<file path="config.mk">
export PLATFORM = sky130hd
export DESIGN_NAME = m_uart_sequencer_flat
export DESIGN_NICKNAME = d
export VERILOG_FILES = /design/src/rtl/m_uart_sequencer_pkg.sv /design/src/rtl/m_uart_sequencer_if.sv /design/src/rtl/m_uart_rx.sv /design/src/rtl/m_uart_sequencer.sv /design/src/flat_wrapper.sv
export SDC_FILE = /design/constraint.sdc
export NUM_CORES = 1
export LEC_CHECK = 0
export ABC_AREA = 1
export ABC_CLOCK_PERIOD_IN_PS = 2800
export CAP_MARGIN = 25
export CORE_ASPECT_RATIO = 1.1
export CORE_UTILIZATION = 43
export CTS_BUF_LIST = sky130_fd_sc_hd__clkbuf_16
export DETAILED_ROUTE_END_ITERATION = 7
export GPL_TIMING_DRIVEN = 0
export PLACE_DENSITY = 0.77
export SLEW_MARGIN = 25
export SYNTH_ARGS = -nofsm -noshare
export SYNTH_HDL_FRONTEND = slang
export SYNTH_SLANG_ARGS = --single-unit
</file>
<file path="constraint.sdc">
create_clock -name CLK_I -period 2.8 [get_ports CLK_I]
set_clock_uncertainty 0.2 [all_clocks]
set_input_delay 0.56 -clock CLK_I [delete_from_list [all_inputs] [get_ports CLK_I]]
set_output_delay 0.56 -clock CLK_I [all_outputs]
set_load 0.02 [all_outputs]
</file>
<file path="src/rtl/m_uart_sequencer_pkg.sv">
// Shared definitions for the icebreaker serial slave: register offsets, STATUS
// and CTRL bit positions, FSM state encoding and a STATUS packing helper.
// Used by the RTL and by the bench.
package m_uart_sequencer_pkg;

  // Register select (ADR_I)
  localparam logic REG_DATA = 1'b0;
  localparam logic REG_CTRL = 1'b1;

  // STATUS bit positions
  localparam int ST_TXBUSY  = 0;
  localparam int ST_TXFULL  = 1;
  localparam int ST_RXVALID = 2;
  localparam int ST_OVERRUN = 3;
  localparam int ST_TXDROP  = 4;
  localparam int ST_RXS     = 8;

  // CTRL bit positions
  localparam int CTRL_BBMODE = 0;
  localparam int CTRL_BBVAL  = 1;
  localparam int CTRL_CLRERR = 4;

  // Common state encoding for the TX and RX frame FSMs
  typedef enum logic [1:0] {
    UART_IDLE  = 2'd0,
    UART_START = 2'd1,
    UART_DATA  = 2'd2,
    UART_STOP  = 2'd3
  } uart_state_e;

  function automatic logic [31:0] pack_status(input logic rxs, input logic txdrop,
                                              input logic overrun, input logic rxvalid,
                                              input logic txfull, input logic txbusy);
    logic [31:0] s;
    s              = '0;
    s[ST_RXS]      = rxs;
    s[ST_TXDROP]   = txdrop;
    s[ST_OVERRUN]  = overrun;
    s[ST_RXVALID]  = rxvalid;
    s[ST_TXFULL]   = txfull;
    s[ST_TXBUSY]   = txbusy;
    return s;
  endfunction

endpackage

</file>
<file path="src/rtl/m_uart_sequencer_if.sv">
// Wishbone IO slot bundle for the serial slave.
// Handshake: STB_I is the request (already qualified by the IO address decode);
// the slave answers with ACK_O = STB_I in the same cycle, so every cycle with
// STB_I high is one complete transfer. WE_I selects write, ADR_I the register.
// DAT_O carries read data and is all zero whenever STB_I is low.
interface m_uart_sequencer_if;
  logic        STB_I;
  logic        WE_I;
  logic        ADR_I;
  logic [31:0] DAT_I;
  logic [31:0] DAT_O;
  logic        ACK_O;

  modport master (output STB_I, output WE_I, output ADR_I, output DAT_I,
                  input  DAT_O, input  ACK_O);
  modport slave  (input  STB_I, input  WE_I, input  ADR_I, input  DAT_I,
                  output DAT_O, output ACK_O);
endinterface

</file>
<file path="src/rtl/m_uart_rx.sv">
// 8N1 receiver for the serial slave.
// Ports:
//   CLK_I, RST_I  clock / synchronous active-high reset
//   rx_pin        asynchronous serial input
//   rd_clr        DATA register read this cycle (clears rxvalid)
//   err_clr       CTRL clear-error write this cycle (clears overrun)
//   rxs           synchronized serial input
//   rxbuf         last good byte received
//   rxvalid       rxbuf holds an unread byte
//   overrun       a byte completed while rxvalid was still set
//   state         RX FSM state (debug)
module m_uart_rx
  import m_uart_sequencer_pkg::*;
#(
  parameter int BAUDDIV = 104,
  parameter int DIVW    = 16
) (
  input  logic        CLK_I,
  input  logic        RST_I,
  input  logic        rx_pin,
  input  logic        rd_clr,
  input  logic        err_clr,
  output logic        rxs,
  output logic [7:0]  rxbuf,
  output logic        rxvalid,
  output logic        overrun,
  output uart_state_e state
);

  localparam logic [DIVW-1:0] FULL_RELOAD = DIVW'(BAUDDIV - 1);
  localparam logic [DIVW-1:0] HALF_RELOAD = DIVW'(BAUDDIV / 2 - 1);

  logic            sync1_q, sync2_q, rxs_prev_q;
  uart_state_e     state_q, state_d;
  logic [DIVW-1:0] cnt_q, cnt_d;
  logic [2:0]      bit_q, bit_d;
  logic [7:0]      shift_q, shift_d;
  logic [7:0]      rxbuf_q, rxbuf_d;
  logic            rxvalid_q, rxvalid_d;
  logic            overrun_q, overrun_d;
  logic            done;

  assign rxs     = sync2_q;
  assign rxbuf   = rxbuf_q;
  assign rxvalid = rxvalid_q;
  assign overrun = overrun_q;
  assign state   = state_q;

  always_ff @(posedge CLK_I) begin
    if (RST_I) begin
      sync1_q    <= 1'b1;
      sync2_q    <= 1'b1;
      rxs_prev_q <= 1'b1;
      state_q    <= UART_IDLE;
      cnt_q      <= '0;
      bit_q      <= '0;
      shift_q    <= '0;
      rxbuf_q    <= '0;
      rxvalid_q  <= 1'b0;
      overrun_q  <= 1'b0;
    end else begin
      sync1_q    <= rx_pin;
      sync2_q    <= sync1_q;
      rxs_prev_q <= sync2_q;
      state_q    <= state_d;
      cnt_q      <= cnt_d;
      bit_q      <= bit_d;
      shift_q    <= shift_d;
      rxbuf_q    <= rxbuf_d;
      rxvalid_q  <= rxvalid_d;
      overrun_q  <= overrun_d;
    end
  end

  always_comb begin
    state_d   = state_q;
    cnt_d     = (cnt_q != '0) ? cnt_q - 1'b1 : cnt_q;
    bit_d     = bit_q;
    shift_d   = shift_q;
    rxbuf_d   = rxbuf_q;
    rxvalid_d = rxvalid_q;
    overrun_d = overrun_q;
    done      = 1'b0;

    case (state_q)
      UART_IDLE: begin
        // Only a real falling edge starts a frame; a line stuck low after a
        // framing error must first return high.
        if (rxs_prev_q && !sync2_q) begin
          state_d = UART_START;
          cnt_d   = HALF_RELOAD;
        end
      end
      UART_START: begin
        if (cnt_q == '0) begin
          if (!sync2_q) begin
            state_d = UART_DATA;
            cnt_d   = FULL_RELOAD;
            bit_d   = '0;
          end else begin
            state_d = UART_IDLE;  // glitch shorter than half a bit
          end
        end
      end
      UART_DATA: begin
        if (cnt_q == '0) begin
          shift_d = {sync2_q, shift_q[7:1]};  // LSB arrives first
          cnt_d   = FULL_RELOAD;
          if (bit_q == 3'd7) state_d = UART_STOP;
          else               bit_d   = bit_q + 3'd1;
        end
      end
      UART_STOP: begin
        if (cnt_q == '0) begin
          state_d = UART_IDLE;
          done    = sync2_q;  // stop=0 is a framing error: byte discarded
        end
      end
      default: state_d = UART_IDLE;
    endcase

    if (rd_clr)  rxvalid_d = 1'b0;
    if (err_clr) overrun_d = 1'b0;
    // A completing byte wins over a same-cycle read clear.
    if (done) begin
      rxbuf_d   = shift_q;
      rxvalid_d = 1'b1;
      if (rxvalid_q && !rd_clr) overrun_d = 1'b1;
    end
  end

endmodule

</file>
<file path="src/rtl/m_uart_sequencer.sv">
// Wishbone IO slave owning the icebreaker serial pins: 8N1 transmitter with a
// one-deep holding register, 8N1 receiver, and a bitbang override of TX.
// Ports:
//   CLK_I, RST_I   clock / synchronous active-high reset
//   wb             Wishbone slot (STB_I, WE_I, ADR_I, DAT_I, DAT_O, ACK_O)
//   usartRX        asynchronous serial input pin
//   usartTX        registered serial output pin
//   dbg_tx_state   TX FSM state (debug)
//   dbg_rx_state   RX FSM state (debug)
module m_uart_sequencer
  import m_uart_sequencer_pkg::*;
#(
  parameter int BAUDDIV = 104,
  parameter int DIVW    = 16
) (
  input  logic                CLK_I,
  input  logic                RST_I,
  m_uart_sequencer_if.slave   wb,
  input  logic                usartRX,
  output logic                usartTX,
  output uart_state_e         dbg_tx_state,
  output uart_state_e         dbg_rx_state
);

  localparam logic [DIVW-1:0] FULL_RELOAD = DIVW'(BAUDDIV - 1);

  // Bus decode
  logic wr_data, wr_ctrl, rd_data, clr_err;
  assign wr_data = wb.STB_I &&  wb.WE_I && (wb.ADR_I == REG_DATA);
  assign wr_ctrl = wb.STB_I &&  wb.WE_I && (wb.ADR_I == REG_CTRL);
  assign rd_data = wb.STB_I && !wb.WE_I && (wb.ADR_I == REG_DATA);
  assign clr_err = wr_ctrl && wb.DAT_I[CTRL_CLRERR];

  logic unused_dat;
  assign unused_dat = ^wb.DAT_I[31:8];

  // Receiver
  logic       rxs, rxvalid, overrun;
  logic [7:0] rxbuf;

  m_uart_rx #(.BAUDDIV(BAUDDIV), .DIVW(DIVW)) u_rx (
    .CLK_I   (CLK_I),
    .RST_I   (RST_I),
    .rx_pin  (usartRX),
    .rd_clr  (rd_data),
    .err_clr (clr_err),
    .rxs     (rxs),
    .rxbuf   (rxbuf),
    .rxvalid (rxvalid),
    .overrun (overrun),
    .state   (dbg_rx_state)
  );

  // Transmitter state
  uart_state_e     tx_state_q, tx_state_d;
  logic [DIVW-1:0] tx_cnt_q, tx_cnt_d;
  logic [2:0]      tx_bit_q, tx_bit_d;
  logic [7:0]      tx_shift_q, tx_shift_d;
  logic [7:0]      hold_q, hold_d;
  logic            txfull_q, txfull_d;
  logic            txdrop_q, txdrop_d;
  logic            bbmode_q, bbmode_d;
  logic            bbval_q, bbval_d;
  logic            pin_q, pin_d;
  logic            line_d;
  logic            load;

  assign usartTX      = pin_q;
  assign dbg_tx_state = tx_state_q;

  always_ff @(posedge CLK_I) begin
    if (RST_I) begin
      tx_state_q <= UART_IDLE;
      tx_cnt_q   <= '0;
      tx_bit_q   <= '0;
      tx_shift_q <= '0;
      hold_q     <= '0;
      txfull_q   <= 1'b0;
      txdrop_q   <= 1'b0;
      bbmode_q   <= 1'b0;
      bbval_q    <= 1'b1;
      pin_q      <= 1'b1;
    end else begin
      tx_state_q <= tx_state_d;
      tx_cnt_q   <= tx_cnt_d;
      tx_bit_q   <= tx_bit_d;
      tx_shift_q <= tx_shift_d;
      hold_q     <= hold_d;
      txfull_q   <= txfull_d;
      txdrop_q   <= txdrop_d;
      bbmode_q   <= bbmode_d;
      bbval_q    <= bbval_d;
      pin_q      <= pin_d;
    end
  end

  always_comb begin
    tx_state_d = tx_state_q;
    tx_cnt_d   = (tx_cnt_q != '0) ? tx_cnt_q - 1'b1 : tx_cnt_q;
    tx_bit_d   = tx_bit_q;
    tx_shift_d = tx_shift_q;
    hold_d     = hold_q;
    txfull_d   = txfull_q;
    txdrop_d   = txdrop_q;
    bbmode_d   = bbmode_q;
    bbval_d    = bbval_q;
    load       = 1'b0;

    case (tx_state_q)
      UART_IDLE: begin
        if (txfull_q && !bbmode_q) load = 1'b1;
      end
      UART_START: begin
        if (tx_cnt_q == '0) begin
          tx_state_d = UART_DATA;
          tx_cnt_d   = FULL_RELOAD;
          tx_bit_d   = '0;
        end
      end
      UART_DATA: begin
        if (tx_cnt_q == '0) begin
          tx_cnt_d   = FULL_RELOAD;
          tx_shift_d = {1'b0, tx_shift_q[7:1]};
          if (tx_bit_q == 3'd7) tx_state_d = UART_STOP;
          else                  tx_bit_d   = tx_bit_q + 3'd1;
        end
      end
      UART_STOP: begin
        if (tx_cnt_q == '0) begin
          // Chain straight into the next START so back-to-back bytes leave no gap.
          if (txfull_q && !bbmode_q) load = 1'b1;
          else                       tx_state_d = UART_IDLE;
        end
      end
      default: tx_state_d = UART_IDLE;
    endcase

    if (load) begin
      tx_state_d = UART_START;
      tx_cnt_d   = FULL_RELOAD;
      tx_shift_d = hold_q;
      txfull_d   = 1'b0;
    end

    // Acceptance is judged on the registered flag, so a write landing on the
    // same cycle the holding register is emptied is still dropped.
    if (wr_data) begin
      if (!txfull_q) begin
        hold_d   = wb.DAT_I[7:0];
        txfull_d = 1'b1;
      end else begin
        txdrop_d = 1'b1;
      end
    end

    if (wr_ctrl) begin
      bbmode_d = wb.DAT_I[CTRL_BBMODE];
      bbval_d  = wb.DAT_I[CTRL_BBVAL];
      if (wb.DAT_I[CTRL_CLRERR]) txdrop_d = 1'b0;
    end

    // Pin register is fed from next-state values so a state change or CTRL
    // write shows on the pin right after the edge that causes it.
    case (tx_state_d)
      UART_START: line_d = 1'b0;
      UART_DATA:  line_d = tx_shift_d[0];
      default:    line_d = 1'b1;
    endcase
    pin_d = bbmode_d ? bbval_d : line_d;
  end

  // Zero-wait-state bus response
  assign wb.ACK_O = wb.STB_I;

  always_comb begin
    wb.DAT_O = '0;
    if (wb.STB_I) begin
      if (wb.ADR_I == REG_CTRL)
        wb.DAT_O = pack_status(rxs, txdrop_q, overrun, rxvalid, txfull_q,
                               tx_state_q != UART_IDLE);
      else
        wb.DAT_O = {24'b0, rxbuf};
    end
  end

endmodule

</file>
<file path="src/flat_wrapper.sv">
// flat-port wrapper written by rule: the top's interface ports become plain ports
module m_uart_sequencer_flat import m_uart_sequencer_pkg::*;
#(
  parameter int BAUDDIV = 104,
  parameter int DIVW    = 16
)
  (CLK_I, RST_I, usartRX, usartTX, dbg_tx_state, dbg_rx_state, wb_STB_I, wb_WE_I, wb_ADR_I, wb_DAT_I, wb_DAT_O, wb_ACK_O);
  m_uart_sequencer_if wb_i ();
  input  logic CLK_I;
  input  logic RST_I;
  input  logic usartRX;
  output logic usartTX;
  output uart_state_e dbg_tx_state;
  output uart_state_e dbg_rx_state;
  input wire logic [$bits(wb_i.STB_I)-1:0] wb_STB_I;
  input wire logic [$bits(wb_i.WE_I)-1:0] wb_WE_I;
  input wire logic [$bits(wb_i.ADR_I)-1:0] wb_ADR_I;
  input wire logic [$bits(wb_i.DAT_I)-1:0] wb_DAT_I;
  output wire logic [$bits(wb_i.DAT_O)-1:0] wb_DAT_O;
  output wire logic [$bits(wb_i.ACK_O)-1:0] wb_ACK_O;
  assign wb_i.STB_I = wb_STB_I;
  assign wb_i.WE_I = wb_WE_I;
  assign wb_i.ADR_I = wb_ADR_I;
  assign wb_i.DAT_I = wb_DAT_I;
  assign wb_DAT_O = wb_i.DAT_O;
  assign wb_ACK_O = wb_i.ACK_O;
  m_uart_sequencer #(.BAUDDIV(BAUDDIV), .DIVW(DIVW)) u_core (.CLK_I(CLK_I), .RST_I(RST_I), .wb(wb_i), .usartRX(usartRX), .usartTX(usartTX), .dbg_tx_state(dbg_tx_state), .dbg_rx_state(dbg_rx_state));
endmodule
</file>
# Word-level counts from Yosys, hierarchy flattened
# Cells that the tools add are included.
[classes]
eq_ne = 20
muxes = 59
n_reduce_logical = 33
bitwise = 2
add_sub_neg = 4
[op_table]
columns = ["op", "count"]
rows = [
  ["$mux W16", 8],
  ["$pmux W16 S3", 1],
  ["$logic_not A16 Y1", 2],
  ["$mux W32", 1],
  ["$reduce_bool A16 Y1", 2],
  ["$sub A16 B1 Y16 const B", 2],
  ["$mux W2", 12],
  ["$mux W8", 3],
  ["$mux W3", 7],
  ["$mux W1", 19],
  ["$ne A2 B2 Y1 const B", 8],
  ["$pmux W3 S2", 2],
  ["$reduce_bool A2 Y1", 6],
  ["$eq A2 B2 Y1 const B", 5],
  ["$reduce_and A5 Y1", 2],
  ["$logic_and A1 B1 Y1", 9],
  ["$mux W9", 1],
  ["$pmux W2 S4", 1],
  ["$mux W7", 1],
  ["$add A3 B1 Y3 const B", 2],
  ["$eq A2 B1 Y1 const B", 3],
  ["$eq A3 B3 Y1 const B", 2],
  ["$pmux W2 S3", 1],
  ["$reduce_and A2 Y1", 3],
  ["other kinds (7)", 15],
]
[word_totals]
out_inout_bits = 38
register_bits = 84
inputBits = 38
word_cells = 140

# Longest topological paths before layout
# Gate-level depths: netlist of run 1.
[depth]
ltp_word = 9
ltp_mapped = 14
ltp_nobuf = 14

# Hierarchy
# From an unflattened synthesis of run 1, not the netlist that was laid out.
[unflattened]
cells_unflattened = 614
area_unflattened_um2 = 4485.6
[modules_own_cells]
columns = ["mod", "cells_each", "area_per_inst_um2", "seq_area_each_um2", "instances"]
rows = [
  ["m_uart_sequencer", 334, 2418.6, 840.8, 1],
  ["m_uart_rx", 280, 2067.0, 840.8, 1],
]

# Least setup slack after synthesis of run 1
# OpenSTA, ideal clock, no wires.
[synth_path]
path_kind = "reg2out"
startpoint = "register u_core.tx_state_q[1], in the netlist u_core.dbg_tx_state[1]"
endpoint = "output wb_DAT_O[0]"
path_buffers = 0
t_required_ns = 2.040
slack_ns = 0.721
path_stages_with_launch = 4
arrival_ns = 1.319
cell_sequence = "dfxtp_1 -> inv_1 -> ha_1 -> o21ai_0"
[synth_between]
elab_chain_cells = 3
[synth_lines]
columns = ["item", "line_no", "rtl"]
rows = [
  ["from (decl)", "m_uart_sequencer.sv:55", "uart_state_e tx_state_q, tx_state_d;"],
  ["from (signal assigned)", "m_uart_sequencer.sv:84", "tx_state_q <= tx_state_d;"],
  ["$reduce_bool A2 Y1", "m_uart_sequencer.sv:180", "tx_state_q != UART_IDLE);"],
  ["$mux W9", "m_uart_sequencer.sv:178", "if (wb.ADR_I == REG_CTRL)"],
  ["$mux W32", "m_uart_sequencer.sv:177", "if (wb.STB_I) begin"],
  ["to (decl)", "flat_wrapper.sv:19", "output wire logic [$bits(wb_i.DAT_O)-1:0] wb_DAT_O;"],
]
# No other way between the ends.

# Worst setup path in the final report of run 1
[layout_path]
startpoint = "input wb_STB_I"
endpoint = "output wb_DAT_O[8]"
[layout_between]
elab_chain_cells = 1
[layout_lines]
columns = ["item", "line_no", "rtl"]
rows = [
  ["from (decl)", "flat_wrapper.sv:15", "input wire logic [$bits(wb_i.STB_I)-1:0] wb_STB_I;"],
  ["$mux W32", "m_uart_sequencer.sv:177", ""],
]
# No other way between the ends.

==> results of run 1 <==
-- critical path, cell delays in order --
cell	delay, ps
clkdlybuf4s50_1	490
nand2_1	130
nor2_1	120
clkdlybuf4s50_1	620
-- metrics by stage --
step	total power [mW]	util, %	hold WS, ps	instances
final	5.27	54.0	209	763
after global routing	5.66	54.0	225	763
after CTS	5.27	54.0	209	763
after detailed placement	3.89	50.5	194	747
after global placement	3.81	50.5	191	747
after floorplan	3.46	-	189	602
-- cells in the mapped netlist, drive strengths merged, types with 4 or more instances --
library cell,instances
a21oi,37
a31oi,8
buf,27
clkbuf,6
dfxtp,84
ha,13
inv,52
nand2,103
nand3,35
nand4,5
nor2,117
nor3,12
nor4,5
o21ai,32
or2,4
xnor2,9
xor2,13
-- worst max-delay path by stage --
stage,from,endpoint,slack [ps],cells past startpoint
global route,wb_STB_I,wb_DAT_O[5],20,6
floorplan,u_core.dbg_tx_state[1]$_SDFF_PP0_,wb_DAT_O[0],720,3
finish,wb_STB_I,wb_DAT_O[8],120,4
CTS,wb_STB_I,wb_DAT_O[8],120,4
global placement,wb_STB_I,wb_DAT_O[7],-230,6
detailed placement,wb_STB_I,wb_DAT_O[7],-260,6
-- final cells by class --
| type | instances | area [sq um] | area share, % |
|---|---|---|---|
| Tap cell | 117 | 146 | 2.86 |
| Clock inverter | 7 | 115 | 2.25 |
| Clock buffer | 9 | 225 | 4.40 |
| Sequential cell | 84 | 1680 | 32.8 |
| Buffer | 33 | 226 | 4.42 |
| Timing Repair Buffer | 28 | 270 | 5.28 |
| Inverter | 55 | 210 | 4.10 |
| Multi-Input combinational cell | 430 | 2250 | 43.9 |
-- repair_timing --
| item | CTS | global route |
|---|---|---|
| gates resized for setup | 9 | 0 |
| hold buffers | 0 | 0 |
| endpoints found under the setup margin | 8 | 0 |
-- logic make-up after synthesis --
kind of cell / after synthesis / share of synthesized area, %
AND/OR/NAND/NOR: 284 / 30.3
buffers and inverters: 88 / 10.2
flip-flops: 84 / 39.3
other: 1 / 0.0876
adder cells (fa/ha/maj): 13 / 3.80
AO/OA/AOI/OAI: 87 / 11.6
XOR/XNOR: 22 / 4.50
multiplexers: 1 / 0.234
-- layer usage --
| metal | vias up | global-route usage, % | part of all wire [%] |
|---|---|---|---|
| li1 | 1958 | - | - |
| met4 | 0 | 10.1 | 2.2 |
| met3 | 18 | 2.74 | 4.4 |
| met1 | 1730 | 22.5 | 43 |
| met2 | 94 | 34.7 | 50 |
| met5 | - | 0 | 0 |
-- flip-flops by register name (all words and copies together), names as in the netlist, 3 cells and up, named ones only --
signal,flops
u_core.tx_cnt_q,16
u_core.u_rx.cnt_q,16
u_core.hold_q,8
u_core.tx_shift_q,8
u_core.u_rx.rxbuf,8
u_core.u_rx.shift_q,8
u_core.tx_bit_q,3
u_core.u_rx.bit_q,3
-- placed cells by master (no fill, tap or decap), drive strengths merged, types with 2 or more instances in the layout --
cell type / netlist / layout
a21oi: 37 / 37
a22o: 2 / 2
a31oi: 8 / 8
buf: 27 / 27
bufinv: 0 / 3
clkbuf: 6 / 15
clkdlybuf4s50: 0 / 20
clkinv: 3 / 6
conb: 1 / 23
dfxtp: 84 / 84
dlygate4sd2: 0 / 8
ha: 13 / 13
inv: 52 / 52
nand2: 103 / 103
nand3: 35 / 35
nand4: 5 / 5
nor2: 117 / 117
nor3: 12 / 12
nor4: 5 / 5
o211ai: 3 / 3
o21ai: 32 / 32
o22ai: 3 / 3
or2: 4 / 4
xnor2: 9 / 9
xor2: 13 / 13
-- power by group through the flow --
stage	clock network [mW]	logic, mW	registers, mW
2_1_floorplan	0	1.81	1.64
3_3_place_gp	0	2.14	1.67
3_5_place_dp	0	2.22	1.68
4_1_cts	1.37	2.24	1.66
5_1_grt	1.41	2.55	1.70
6_report	1.35	2.25	1.67
==> flow_metrics.env, run 1 <==
export IMPL_cts_htree_levels=3
export IMPL_wl_microns=9510
export IMPL_rsz0062_at_grt="false"
export IMPL_grt_ovfl_total=0
export IMPL_io_buffers=28
export IMPL_core_sq_um=9490
export IMPL_vias_per_cell=4.98
export IMPL_nFillCells=862
export IMPL_drive_gt1_share_pct=12.5
export IMPL_fp_dieArea_sq_um=10400
export IMPL_grt_max_degree=15
export IMPL_drv_slew=0
export IMPL_cts_tree="built"
export IMPL_worst_slew_margin_rel_pct=58.9
export IMPL_hold_path_class="flop to flop"
export IMPL_power_internal_mw=3.15
export IMPL_r2r_start="u_core.u_rx.cnt_q[0]$_SDFF_PP0_"
export IMPL_syn_inst=580
export IMPL_finalHoldViolations=0
export IMPL_gp_congestion=0.883
export IMPL_antenna_found_initial=0
export IMPL_nNetsFinal=692
export IMPL_die_y_microns=107
export IMPL_min_from="u_core.u_rx.sync1_q$_SDFF_PP1_"
export IMPL_cts_sinks=84
export IMPL_min_period_over_period_pct=95.7
export IMPL_hpwlAfterDp_microns=6930
export IMPL_ys_types=44
export IMPL_place_area_sq_um=4790
export IMPL_cp_required_ps=2040
export IMPL_worst_slew_pin_slew_ps=617
export IMPL_cts_buffers=9
export IMPL_wl_per_cell_microns=12.5
export IMPL_peakVddDrop_mv=0.574
export IMPL_start_util_pct=45.1
export IMPL_place_ws_ps=-257
export IMPL_drtAntennaViolNets=0
export IMPL_fin_area_sq_um=5120
export IMPL_ys_ff_latch=84
export IMPL_clock_latency_ps=340
export IMPL_synth_main_ff_cell="dfxtp_1"
export IMPL_ys_warn_count=0
export IMPL_cts_setup_buffers=0
export IMPL_power_switching_share_pct=40.2
export IMPL_fin_ws_ps=120
export IMPL_ios=76
export IMPL_setup_tns_ps=0
export IMPL_p_clk_share_pct=25.7
export IMPL_synth_area_leaders="dfxtp_1, nor2_1, nand2_1, buf_4, a21oi_1"
export IMPL_comb_power_share_pct=42.7
export IMPL_critPathKind="primary input to output port"
export IMPL_p_switching_mw=2.12
export IMPL_syn_area_sq_um=4280
export IMPL_hold_depth=1
export IMPL_cts_path_max_buffers=2
export IMPL_synth_largest_area_cell="dfxtp_1"
export IMPL_setup_violations=0
export IMPL_r2r_cells=10
export IMPL_drc=0
export IMPL_power_frac_seq_pct=31.6
export IMPL_diodes=0
export IMPL_r2r_slack_ps=450
export IMPL_path_clk_slew_ps=60
export IMPL_synth_edff_count=0
export IMPL_timing_fmax_mhz=373
export IMPL_yosysTopAreaCellShare_pct=39.3
export IMPL_grt_usage_pct=19.4
export IMPL_grt_pass1_vias=3766
export IMPL_maxCapViolCount=0
export IMPL_via_count=3800
export IMPL_die_w_microns=97.1
export IMPL_reg2reg_to="u_core.u_rx.cnt_q[0]$_SDFF_PP0_"
export IMPL_holdPathEnd="u_core.u_rx.rxs$_SDFF_PP1_"
export IMPL_grt_pass1_wl_microns=16600
export IMPL_p_per_area_nw_per_um2=1030
export IMPL_cp_start_kind="primary input"
export IMPL_rows=37
export IMPL_end_kind="output port"
export IMPL_seq_area_frac_synth_pct=39.3
export IMPL_root_buffer="clkbuf_16"
export IMPL_min_period_ps=2680
export IMPL_crit_fanout=6
export IMPL_outcome="finished clean"
export IMPL_avgSynthCellArea_sq_um=7.38
export IMPL_first_pass_iters=5
export IMPL_synthArstFlopShare_pct=0
export IMPL_drt_initial_drc_count=229
export IMPL_leakage_nw=2.28
export IMPL_area_growth_pct=19.7
export IMPL_crit_arrival_ps=1920
Note: power is estimated with default switching activity, not from simulation.
==> inputs of run 2 (changes only) <==
CAP_MARGIN = not set   (was 25)
CTS_BUF_LIST = not set   (was sky130_fd_sc_hd__clkbuf_16)
TNS_END_PERCENT = 30   (was not set)
==> run 2 against run 1 <==
Largest cell class unchanged. Register-to-register slack about the same. Global-route usage shrank 0.83 points. Critical path depth is the same. Cell count unchanged. Non-clock buffer count stayed put. Maximum frequency is essentially flat. Sequential share of layout area up 0.60 points.
==> flow_metrics.env, run 2 (same netlist as run 1, synthesis figures left out) <==
export IMPL_crit_top_cell="clkdlybuf4s50_1"
export IMPL_min_period_ps=2680
export IMPL_r2r_cells=10
export IMPL_hpwlAfterDp_microns=6930
export IMPL_grt_pass1_vias=3649
export IMPL_antenna_found_initial=0
export IMPL_path_cells="clkdlybuf4s50_1, nand2_1, nor2_1, clkdlybuf4s50_1"
export IMPL_die_y_microns=107
export IMPL_end_kind="output port"
export IMPL_reg2reg_to="u_core.u_rx.cnt_q[0]$_SDFF_PP0_"
export IMPL_start_util_pct=45.1
export IMPL_area_growth_pct=17.5
export IMPL_layout_common_cells="nor2_1, nand2_1, dfxtp_1"
export IMPL_rsz0062_at_grt="false"
export IMPL_cts_sinks=84
export IMPL_grt_usage_pct=18.5
export IMPL_cts_buffers=9
export IMPL_cts_htree_levels=3
export IMPL_via_count=3800
export IMPL_max_stage_delay_ps=620
export IMPL_grt_pass1_wl_microns=16000
export IMPL_first_pass_iters=5
export IMPL_power_switching_share_pct=41.7
export IMPL_leakage_nw=2.24
export IMPL_cp_start_kind="primary input"
export IMPL_timing_fmax_mhz=373
export IMPL_finalHoldViolations=0
export IMPL_fin_area_sq_um=5030
export IMPL_cp_slowest_cell="clkdlybuf4s50_1"
export IMPL_fin_util_pct=53.0
export IMPL_grt_max_degree=15
export IMPL_top_regs="u_core.tx_cnt_q: 16 flops, u_core.u_rx.cnt_q: 16 flops"
export IMPL_comb_power_share_pct=45.2
export IMPL_p_clk_share_pct=21.3
export IMPL_cp_required_ps=2040
export IMPL_r2r_start="u_core.u_rx.cnt_q[0]$_SDFF_PP0_"
export IMPL_wl_per_cell_microns=12.2
export IMPL_die_w_microns=97.1
export IMPL_fp_dieArea_sq_um=10400
export IMPL_gp_congestion=0.883
export IMPL_power_internal_mw=2.89
export IMPL_cts_tree="built"
export IMPL_rows=37
export IMPL_wl_microns=9300
export IMPL_diodes=0
export IMPL_critPathKind="primary input to output port"
export IMPL_core_sq_um=9490
export IMPL_peakVddDrop_mv=0.474
export IMPL_root_buffer="clkbuf_8"
export IMPL_drt_initial_drc_count=257
export IMPL_power_frac_seq_pct=33.5
export IMPL_hold_path_class="flop to flop"
export IMPL_clock_latency_ps=350
export IMPL_crit_fanout=6
export IMPL_drive_gt1_share_pct=12.7
export IMPL_holdPathEnd="u_core.u_rx.rxs$_SDFF_PP1_"
export IMPL_nFillCells=869
export IMPL_drtAntennaViolNets=0
export IMPL_place_area_sq_um=4790
export IMPL_crit_arrival_ps=1920
export IMPL_min_from="u_core.u_rx.sync1_q$_SDFF_PP1_"
export IMPL_vias_per_cell=4.98
export IMPL_cts_hold_buffers_added=0
export IMPL_p_per_area_nw_per_um2=987
export IMPL_r2r_slack_ps=450
export IMPL_drc=0
export IMPL_ios=76
export IMPL_hold_depth=1
export IMPL_path_clk_slew_ps=80
export IMPL_cts_path_max_buffers=2
export IMPL_grt_ovfl_total=0
export IMPL_outcome="finished clean"
export IMPL_setup_violations=0
export IMPL_maxCapViolCount=0
export IMPL_nNetsFinal=692
export IMPL_p_switching_mw=2.07
export IMPL_min_period_over_period_pct=95.6
export IMPL_worst_slew_pin_slew_ps=609
export IMPL_drv_slew=0
export IMPL_io_buffers=28
export IMPL_worst_slew_margin_rel_pct=59.4
export IMPL_mostFrequentLayoutCell="nor2_1"
## run 2: changes by cell type in the layout (fill, tap and decap cells not counted)
cell,delta
clkbuf_16,-9
clkinv_1,-1
clkbuf_8,+10
## run 2: per-layer routing
| layer | track usage (%) | up-vias | wire [microns] |
|---|---|---|---|
| li1 | - | 1958 | - |
| met1 | 22.1 | 1729 | 4070 |
| met2 | 33.5 | 103 | 4680 |
| met3 | 3.32 | 10 | 428 |
| met4 | 6.40 | 0 | 116 |
| met5 | 0 | - | 0 |
## run 2: worst max-delay path by stage
stage | from | end | cells past startpoint | slack (ps)
global route | wb_STB_I | wb_DAT_O[5] | 6 | 20
finish | wb_STB_I | wb_DAT_O[8] | 4 | 120
detailed placement | wb_STB_I | wb_DAT_O[7] | 6 | -260
CTS | wb_STB_I | wb_DAT_O[8] | 4 | 120
floorplan | u_core.dbg_tx_state[1]$_SDFF_PP0_ | wb_DAT_O[0] | 3 | 720
global placement | wb_STB_I | wb_DAT_O[7] | 6 | -230
## run 2: layout make-up
type / count / area (sq um) / area share (%)
multi-input cells: 430 / 2250 / 44.7
flip-flops and latches: 84 / 1680 / 33.4
repair buffers: 28 / 270 / 5.37
plain buffers: 33 / 226 / 4.50
inverters: 55 / 210 / 4.18
well taps: 117 / 146 / 2.91
clock buffers: 10 / 138 / 2.74
clock inverters: 6 / 111 / 2.21
## run 2: power by group through the flow
stage,sequential [mW],combinational (mW),clock [mW]
after CTS,1.66,2.23,1.07
final,1.66,2.24,1.06
after global placement,1.67,2.14,0
after floorplan,1.64,1.81,0
after global routing,1.69,2.54,1.12
after detailed placement,1.68,2.22,0
## run 2: timing repair
item,4_1_cts,5_1_grt
resized for setup,9,0
buffers inserted,0,0
endpoints found under the setup margin,8,0
## run 2: through the flow
step / hold slack, ps / total power, mW / setup TNS [ps] / worst slack [ps] / std cells
after floorplan: 189 / 3.46 / 0 / 721 / 602
after detailed placement: 194 / 3.89 / -1470 / -257 / 747
after global routing: 231 / 5.36 / 0 / 20.7 / 763
final: 214 / 4.96 / 0 / 122 / 763
after global placement: 191 / 3.81 / -1280 / -233 / 747
after CTS: 215 / 4.96 / 0 / 119 / 763
## run 2: worst max-delay path, delay by kind of cell
kind          cells  cell delay (ps)
buf+inv           2             1110
simple gates      2              250
